## src/rtl/dds_seq_pkg.sv

```systemverilog
// Shared definitions for the DDS update sequencer: state encoding, timeout
// defaults and the alternate-polarisation mode code.
package dds_seq_pkg;

    localparam int unsigned DEF_BUSY_TIMEOUT = 32'd1024;
    localparam int unsigned DEF_FIN_TIMEOUT  = 32'd1000000;
    localparam int unsigned DEF_TMO_W        = 32'd20;

    localparam logic [1:0] MODE_ALT = 2'b11;

    typedef enum logic [2:0] {
        ST_IDLE      = 3'd0,
        ST_ISSUE     = 3'd1,
        ST_WAIT_BUSY = 3'd2,
        ST_WAIT_FIN  = 3'd3,
        ST_LOAD      = 3'd4,
        ST_WAIT_REL  = 3'd5
    } seq_state_t;

    function automatic logic both_set(input logic a, input logic b);
        return a & b;
    endfunction

endpackage

```

## src/rtl/dds_update_sequencer_if.sv

```systemverilog
// Command/update handshake bundle between the depacketiser, the sequencer
// and the two DDS controllers.
interface dds_update_sequencer_if;

    logic pkt_ready;
    logic pkt_load;
    logic upd_1;
    logic upd_2;
    logic busy_1;
    logic busy_2;
    logic finish_1;
    logic finish_2;

    modport master (
        input  pkt_ready, busy_1, busy_2, finish_1, finish_2,
        output pkt_load, upd_1, upd_2
    );

    modport slave (
        output pkt_ready, busy_1, busy_2, finish_1, finish_2,
        input  pkt_load, upd_1, upd_2
    );

endinterface

```

## src/rtl/tvth_toggle.sv

```systemverilog
// Sweep-trigger edge detector and TV/TH transmit polarisation registers.
module tvth_toggle
    import dds_seq_pkg::*;
(
    input  logic       clk,
    input  logic       rst,
    input  logic [1:0] mode,
    input  logic       trig_in,
    output logic       tv,
    output logic       th
);

    logic trig_d_r;
    logic tv_r;
    logic th_r;
    logic rise_s;

    assign rise_s = trig_in & ~trig_d_r;

    // Outside alternate mode the pair is pinned to TV; inside it, each trigger swaps them
    always_ff @(posedge clk) begin
        if (rst) begin
            trig_d_r <= 1'b0;
            tv_r     <= 1'b1;
            th_r     <= 1'b0;
        end else begin
            trig_d_r <= trig_in;
            if (mode != MODE_ALT) begin
                tv_r <= 1'b1;
                th_r <= 1'b0;
            end else if (rise_s) begin
                tv_r <= ~tv_r;
                th_r <= tv_r;
            end else begin
                tv_r <= tv_r;
                th_r <= th_r;
            end
        end
    end

    assign tv = tv_r;
    assign th = th_r;

endmodule

```

## src/rtl/dds_update_sequencer.sv

```systemverilog
// Sequences one validated command through both DDS controllers, with
// per-phase timeouts, a success counter and the TV/TH polarisation control.
module dds_update_sequencer
    import dds_seq_pkg::*;
#(
    parameter int unsigned BUSY_TIMEOUT = DEF_BUSY_TIMEOUT,
    parameter int unsigned FIN_TIMEOUT  = DEF_FIN_TIMEOUT,
    parameter int unsigned TMO_W        = DEF_TMO_W
) (
    input  logic                          clk,
    input  logic                          rst,
    dds_update_sequencer_if.master        bus,
    input  logic [1:0]                    mode,
    input  logic                          trig_in,
    output logic                          tv,
    output logic                          th,
    output logic                          err_tmo,
    input  logic                          err_clr,
    output logic [15:0]                   upd_cnt,
    output logic [2:0]                    state_dbg
);

    localparam logic [TMO_W-1:0] BUSY_LAST = TMO_W'(BUSY_TIMEOUT - 32'd1);
    localparam logic [TMO_W-1:0] FIN_LAST  = TMO_W'(FIN_TIMEOUT - 32'd1);

    seq_state_t       state_r,   state_s;
    logic             upd_1_r,   upd_1_s;
    logic             upd_2_r,   upd_2_s;
    logic             pkt_load_r, pkt_load_s;
    logic             acc_1_r,   acc_1_s;
    logic             acc_2_r,   acc_2_s;
    logic             fin_1_r,   fin_1_s;
    logic             fin_2_r,   fin_2_s;
    logic             tmo_seq_r, tmo_seq_s;
    logic             err_tmo_r, err_tmo_s;
    logic [TMO_W-1:0] tmo_cnt_r, tmo_cnt_s;
    logic [15:0]      upd_cnt_r, upd_cnt_s;
    logic             tmo_fire_s;

    // Next-state and next-output logic for the update sequence
    always_comb begin
        state_s    = state_r;
        upd_1_s    = upd_1_r;
        upd_2_s    = upd_2_r;
        pkt_load_s = pkt_load_r;
        acc_1_s    = acc_1_r;
        acc_2_s    = acc_2_r;
        fin_1_s    = fin_1_r;
        fin_2_s    = fin_2_r;
        tmo_seq_s  = tmo_seq_r;
        tmo_cnt_s  = tmo_cnt_r;
        upd_cnt_s  = upd_cnt_r;
        tmo_fire_s = 1'b0;

        case (state_r)
            ST_IDLE: begin
                if (bus.pkt_ready) begin
                    state_s = ST_ISSUE;
                end else begin
                    state_s = ST_IDLE;
                end
            end
            ST_ISSUE: begin
                upd_1_s   = 1'b1;
                upd_2_s   = 1'b1;
                acc_1_s   = 1'b0;
                acc_2_s   = 1'b0;
                fin_1_s   = 1'b0;
                fin_2_s   = 1'b0;
                tmo_seq_s = 1'b0;
                tmo_cnt_s = '0;
                state_s   = ST_WAIT_BUSY;
            end
            ST_WAIT_BUSY: begin
                acc_1_s = acc_1_r | bus.busy_1;
                acc_2_s = acc_2_r | bus.busy_2;
                upd_1_s = bus.busy_1 ? 1'b0 : upd_1_r;
                upd_2_s = bus.busy_2 ? 1'b0 : upd_2_r;
                // Acceptance on the final allowed cycle still wins over the timeout
                if (both_set(acc_1_s, acc_2_s)) begin
                    state_s   = ST_WAIT_FIN;
                    tmo_cnt_s = '0;
                end else if (tmo_cnt_r == BUSY_LAST) begin
                    state_s    = ST_LOAD;
                    upd_1_s    = 1'b0;
                    upd_2_s    = 1'b0;
                    tmo_fire_s = 1'b1;
                end else begin
                    tmo_cnt_s = tmo_cnt_r + TMO_W'(1);
                end
            end
            ST_WAIT_FIN: begin
                fin_1_s = fin_1_r | bus.finish_1;
                fin_2_s = fin_2_r | bus.finish_2;
                if (both_set(fin_1_s, fin_2_s)) begin
                    state_s = ST_LOAD;
                end else if (tmo_cnt_r == FIN_LAST) begin
                    state_s    = ST_LOAD;
                    tmo_fire_s = 1'b1;
                end else begin
                    tmo_cnt_s = tmo_cnt_r + TMO_W'(1);
                end
            end
            ST_LOAD: begin
                pkt_load_s = 1'b1;
                state_s    = ST_WAIT_REL;
            end
            ST_WAIT_REL: begin
                if (!bus.pkt_ready) begin
                    pkt_load_s = 1'b0;
                    state_s    = ST_IDLE;
                    upd_cnt_s  = tmo_seq_r ? upd_cnt_r : (upd_cnt_r + 16'd1);
                end else begin
                    state_s = ST_WAIT_REL;
                end
            end
            default: begin
                state_s    = ST_IDLE;
                upd_1_s    = 1'b0;
                upd_2_s    = 1'b0;
                pkt_load_s = 1'b0;
            end
        endcase

        // A timeout firing this cycle beats a simultaneous clear
        if (tmo_fire_s) begin
            tmo_seq_s = 1'b1;
            err_tmo_s = 1'b1;
        end else if (err_clr) begin
            err_tmo_s = 1'b0;
        end else begin
            err_tmo_s = err_tmo_r;
        end
    end

    // Sequencer state, handshake outputs, flags and counters
    always_ff @(posedge clk) begin
        if (rst) begin
            state_r    <= ST_IDLE;
            upd_1_r    <= 1'b0;
            upd_2_r    <= 1'b0;
            pkt_load_r <= 1'b0;
            acc_1_r    <= 1'b0;
            acc_2_r    <= 1'b0;
            fin_1_r    <= 1'b0;
            fin_2_r    <= 1'b0;
            tmo_seq_r  <= 1'b0;
            err_tmo_r  <= 1'b0;
            tmo_cnt_r  <= '0;
            upd_cnt_r  <= 16'd0;
        end else begin
            state_r    <= state_s;
            upd_1_r    <= upd_1_s;
            upd_2_r    <= upd_2_s;
            pkt_load_r <= pkt_load_s;
            acc_1_r    <= acc_1_s;
            acc_2_r    <= acc_2_s;
            fin_1_r    <= fin_1_s;
            fin_2_r    <= fin_2_s;
            tmo_seq_r  <= tmo_seq_s;
            err_tmo_r  <= err_tmo_s;
            tmo_cnt_r  <= tmo_cnt_s;
            upd_cnt_r  <= upd_cnt_s;
        end
    end

    tvth_toggle u_tvth (
        .clk     (clk),
        .rst     (rst),
        .mode    (mode),
        .trig_in (trig_in),
        .tv      (tv),
        .th      (th)
    );

    assign bus.upd_1    = upd_1_r;
    assign bus.upd_2    = upd_2_r;
    assign bus.pkt_load = pkt_load_r;
    assign err_tmo      = err_tmo_r;
    assign upd_cnt      = upd_cnt_r;
    assign state_dbg    = state_r;

endmodule
```

## src/flat_wrapper.sv

```systemverilog
// flat-port wrapper written by rule: the top's interface ports become plain ports
module dds_update_sequencer_flat import dds_seq_pkg::*;
#(
    parameter int unsigned BUSY_TIMEOUT = DEF_BUSY_TIMEOUT,
    parameter int unsigned FIN_TIMEOUT  = DEF_FIN_TIMEOUT,
    parameter int unsigned TMO_W        = DEF_TMO_W
)
  (clk, rst, mode, trig_in, tv, th, err_tmo, err_clr, upd_cnt, state_dbg, bus_pkt_ready, bus_busy_1, bus_busy_2, bus_finish_1, bus_finish_2, bus_pkt_load, bus_upd_1, bus_upd_2);
  dds_update_sequencer_if bus_i ();
  input  logic clk;
  input  logic rst;
  input  logic [1:0] mode;
  input  logic trig_in;
  output logic tv;
  output logic th;
  output logic err_tmo;
  input  logic err_clr;
  output logic [15:0] upd_cnt;
  output logic [2:0] state_dbg;
  input wire logic [$bits(bus_i.pkt_ready)-1:0] bus_pkt_ready;
  input wire logic [$bits(bus_i.busy_1)-1:0] bus_busy_1;
  input wire logic [$bits(bus_i.busy_2)-1:0] bus_busy_2;
  input wire logic [$bits(bus_i.finish_1)-1:0] bus_finish_1;
  input wire logic [$bits(bus_i.finish_2)-1:0] bus_finish_2;
  output wire logic [$bits(bus_i.pkt_load)-1:0] bus_pkt_load;
  output wire logic [$bits(bus_i.upd_1)-1:0] bus_upd_1;
  output wire logic [$bits(bus_i.upd_2)-1:0] bus_upd_2;
  assign bus_i.pkt_ready = bus_pkt_ready;
  assign bus_i.busy_1 = bus_busy_1;
  assign bus_i.busy_2 = bus_busy_2;
  assign bus_i.finish_1 = bus_finish_1;
  assign bus_i.finish_2 = bus_finish_2;
  assign bus_pkt_load = bus_i.pkt_load;
  assign bus_upd_1 = bus_i.upd_1;
  assign bus_upd_2 = bus_i.upd_2;
  dds_update_sequencer #(.BUSY_TIMEOUT(BUSY_TIMEOUT), .FIN_TIMEOUT(FIN_TIMEOUT), .TMO_W(TMO_W)) u_core (.clk(clk), .rst(rst), .bus(bus_i), .mode(mode), .trig_in(trig_in), .tv(tv), .th(th), .err_tmo(err_tmo), .err_clr(err_clr), .upd_cnt(upd_cnt), .state_dbg(state_dbg));
endmodule
```

## config.mk

```make
export PLATFORM = sky130hd
export DESIGN_NAME = dds_update_sequencer_flat
export DESIGN_NICKNAME = d
export VERILOG_FILES = /design/src/rtl/dds_seq_pkg.sv /design/src/rtl/dds_update_sequencer_if.sv /design/src/rtl/tvth_toggle.sv /design/src/rtl/dds_update_sequencer.sv /design/src/flat_wrapper.sv
export SDC_FILE = /design/constraint.sdc
export NUM_CORES = 1
export LEC_CHECK = 0
export ABC_CLOCK_PERIOD_IN_PS = 3700
export CAP_MARGIN = 20
export CORE_MARGIN = 5
export CORE_UTILIZATION = 25
export DETAILED_ROUTE_END_ITERATION = 8
export PLACE_DENSITY_LB_ADDON = 0.15
export SLEW_MARGIN = 20
export SYNTH_ARGS = -nofsm -noshare
export SYNTH_HDL_FRONTEND = slang
export SYNTH_SLANG_ARGS = --single-unit
```

## constraint.sdc

```tcl
create_clock -name clk -period 3.7 [get_ports clk]
set_clock_uncertainty 0.05 [all_clocks]
set_input_delay 0.555 -clock clk [delete_from_list [all_inputs] [get_ports clk]]
set_output_delay 0.555 -clock clk [all_outputs]
set_load 0.02 [all_outputs]
```

After elaboration in Yosys (flattened, before gate mapping) --
Index checks and enable logic that the tools add are counted.
Storage, ports and cells: flip-flop bits (word level) 51, input port bits 11, output and inout bits 25, word-level logic and storage cells 91
Operators by class: add/subtract/negate cells 2, equal/unequal tests 14, multiplexer cells 35, bitwise logic cells 12, reductions and logical operators 13
Operators by type and width (count):
- $mux 20 | 4
- $pmux 20 s3 | 1
- $add 20x1->20 const B | 1
- $eq 20x10->1 const B | 1
- $eq 20x20->1 const B | 1
- $pmux 3 s6 | 1
- $add 16x1->16 const B | 1
- $mux 1 | 16
- $mux 3 | 5
- $pmux 1 s2 | 5
- $pmux 1 s3 | 3
- $ne 2x2->1 const B | 4
- $reduce_bool 2->1 | 4
- $reduce_or 4->1 | 2
- $eq 3x2->1 const B | 2
- $eq 3x3->1 const B | 2
- $ne 3x1->1 const B | 2
- $not 1->1 | 5
- $or 1x1->1 | 4
- $reduce_and 2->1 | 2
- $reduce_and 4->1 | 1
- $and 1x1->1 | 3
- $eq 3x1->1 const B | 1
- $logic_not 3->1 | 1
- 4 further kinds | 4

Depth between registers and ports, before layout --
depth in word-level cells 5, depth in mapped cells 8, mapped depth without buffers 7

Hierarchy --
A second synthesis with hierarchy kept.
Second synthesis, totals: cell total of the unflattened synthesis 330, area, all modules 2812.7 µm²
Modules (own cells, without submodules):
- dds_update_sequencer | times used 1, cells each 320, area an instance 2698.8 µm², seq. area each 960.9 µm²
- tvth_toggle | times used 1, cells each 10, area an instance 113.9 µm², seq. area each 60.1 µm²

Worst setup path after synthesis --
Ideal clock, no wire load.
path type in2reg, start in bus_finish_1, end reg u_core.tmo_cnt_r[16], setup time 0.071 ns, arrival 2.003 ns, data required time 3.579 ns, path slack 1.576 ns, stages on the path 6, buffers on the path 0, path through o22a_2 a31oi_4 a21boi_4 nand3_2 or4_1 a21oi_1
On the way: cells in the longest elaborated chain, start to end 4
RTL lines:
- start, declared | line flat_wrapper.sv:23 | input wire logic [$bits(bus_i.finish_1)-1:0] bus_finish_1;
- $or 1x1->1 | line dds_update_sequencer.sv:93 | fin_1_s = fin_1_r | bus.finish_1;
- $and 1x1->1 | line dds_seq_pkg.sv:21 | return a & b;
- $ne 2x2->1 (no source line)
- $reduce_and 4->1 (no source line)
- end signal, assigned | line dds_update_sequencer.sv:162 | tmo_cnt_r <= tmo_cnt_s;
- end, declared | line dds_update_sequencer.sv:36 | logic [TMO_W-1:0] tmo_cnt_r, tmo_cnt_s;
No other way between the ends. A chain may end at the register's enable or synchronous reset.

Worst setup path after layout --
start in bus_finish_1, end reg u_core.tmo_cnt_r[19]
The elaborated chain is that of the path after synthesis.

==> run metrics <==
status=finished, final reports clean; multi-input logic area=0.00137 mm^2; Setup CP Type=in -> reg; global-route wire length before repair=9.83 mm; CP required=3890 ps; P&R area growth vs syn=23.3%; die area=0.0121 mm^2; maximum VDD drop=173 uV; root buf cell=clkbuf_8; Initial Util=0.255; worst-margin pin slew=546 ps; Critical Path Sink Type=flip-flop; final instance area=0.00308 mm^2; largest net degree at the start of global routing=35; Final Wtd Congestion=0.756; Cells after Synth=289; Biggest register=u_core.tmo_cnt_r; Pwr Total=1170 uW; clock sinks=51; CTS tree=done; TNS Setup=0 ps; post-layout util=0.315; router iterations before antenna repair=4; GRT Util Overall=0.103; synthesized cell area=0.00249 mm^2; Ports=36; Rows=36; Buffers on Ports=35; hold depth=2; RSZ-0062 raised after global routing=false; fraction of layout instances using a drive strength above 1=0.0745; Synth area leader=dfxtp_1; yosys warns=0; Synth Net Count=302; DR WL/cell=13.1 um; hold_buf cts=0; CP Launch Type=input pin; max reg flops=20; CORE AREA=0.00977 mm^2; area share of the largest cell type after synthesis=0.409; number of antenna diodes=0; max-cap violation count=0; die width=110 um; Iter 0 DRT Violations=123; Synth area leaders=dfxtp_1 (41%), nor2_1 (5.0%), xor2_1 (4.9%); Vias/cell=4.68; Vias=2,131; vias in the first global route=2,016; Worst R2R Path Depth=6; Power Density=382 mW/mm^2; DRC viols=0; FILL cells=1,058; post-synth cell types=51; Tmin final=2600 ps; Nets=334; clock slew at reported path FFs=100 ps; Final Max Slew Viols=0; syn avg cell area=8.63 um^2; grt ovf=0; Slew headroom=0.635; Cell Area, Placed=0.00296 mm^2; clock latency on the worst-skew pair=310 ps; Leak=0.00105 uW; Final setup viols=0; initial antenna violation count=0; die height=110 um; fmax=385 MHz; final cycle utilization of the critical path=0.702; H-tree depth=2; CTS buffer count=5; total wire length=5.95 mm; number of synthesized flops with an enable pin=0; cts repair resizes=0; critical path arrival=2790 ps; postcts setup bufs=0; Crit Path Max Fanout=12; CTS Buffer Depth=2; register area=0.00102 mm^2; WHS=426 ps; hpwl dp=4.25 mm; register area share after synthesis=0.409; Synth Flop Type=dfxtp_1; Async SR Flop Fraction=0; worst hold path type=reg -> reg; Yosys reg bits=51; ANT nets after route=0; Fin. Hold Viols=0
through the flow:
stage	cells	setup WS [ps]
finish	455	1100
global placement	447	881
detailed placement	447	821
global route	455	1010
floorplan	289	1580
CTS	455	1150
power by group:
part	internal [uW]	switching (uW)	total (uW)
Sequential	568	27.5	595
Clock	204	197	401
Combinational	76.8	101	178
layout make-up:
class,instances,share of cell area
Sequential cell,51,0.332
Inverter,9,0.0110
Timing Repair Buffer,37,0.119
Tap cell,133,0.0541
Clock buffer,5,0.0224
Multi-Input combinational cell,217,0.447
Clock inverter,3,0.0151
placed cells by master (no fill, tap or decap), types with 2 or more instances in the layout:
cell type | synthesis | layout
o21ai_0 | 15 | 15
xnor2_1 | 5 | 5
xor2_1 | 14 | 14
clkdlybuf4s50_1 | 0 | 35
nand4_1 | 12 | 12
dfxtp_1 | 51 | 51
clkbuf_8 | 0 | 5
nor2b_1 | 4 | 4
nand3_1 | 7 | 7
a311oi_1 | 2 | 2
ha_1 | 2 | 2
o21a_1 | 3 | 3
and4_4 | 2 | 2
a21oi_1 | 23 | 23
and2_1 | 4 | 4
nand2_1 | 19 | 19
o21ai_1 | 3 | 3
o21bai_1 | 2 | 2
and3_1 | 6 | 6
a211o_1 | 2 | 2
mux2i_1 | 3 | 3
nor3_1 | 8 | 8
or4_1 | 6 | 6
buf_4 | 1 | 2
and4_1 | 5 | 5
o31ai_1 | 2 | 2
or3_1 | 13 | 13
inv_1 | 9 | 9
nor2_1 | 33 | 33
nand4_2 | 2 | 2
metal layers:
metal | wire length (um) | part of all wire | track usage | vias up
met5 | 0 | 0 | 0 | -
met4 | 62 | 0.010 | 0.0329 | 0
met3 | 236 | 0.040 | 0.0270 | 5
met2 | 2710 | 0.46 | 0.165 | 27
met1 | 2930 | 0.49 | 0.134 | 994
li1 | - | - | - | 1105
cell usage after synthesis (all sizes together) (4+ instances only):
master	instances
xor2	14
xnor2	5
nor2	33
and4	7
and2	4
buf	5
clkbuf	7
dfxtp	51
nand2	20
o21ai	18
nor3	9
and3	6
a21oi	23
nor2b	4
or3	13
or4	6
nand3	8
nand4	14
inv	9
cells by family after synthesis:
family / after synthesis / synth area share
flip-flops: 51 / 0.409
AND/OR/NAND/NOR: 132 / 0.305
adder cells (fa/ha/maj): 3 / 0.0140
AO/OA/AOI/OAI: 60 / 0.153
multiplexers: 3 / 0.0120
buffers and inverters: 21 / 0.0401
XOR/XNOR: 19 / 0.0667
critical path: stages:
cell and delay [ps]:
clkdlybuf4s50_1 420, o22a_2 270, a31oi_4 220, a21boi_4 330
nand4_2 280, or4_1 560, a21oi_1 160
path summary, 6_finish.rpt:
kind / slack [ps] / to / start
hold / removal: 430 / u_core.err_tmo / u_core.err_tmo
setup / recovery: 1100 / u_core.tmo_cnt_r[19] / bus_finish_1
hold reg to reg: 430 / u_core.err_tmo / u_core.err_tmo
setup reg to reg: 1200 / u_core.tmo_cnt_r[19] / u_core.state_dbg[1]
No activity file was read; power rests on OpenSTA's default activity.
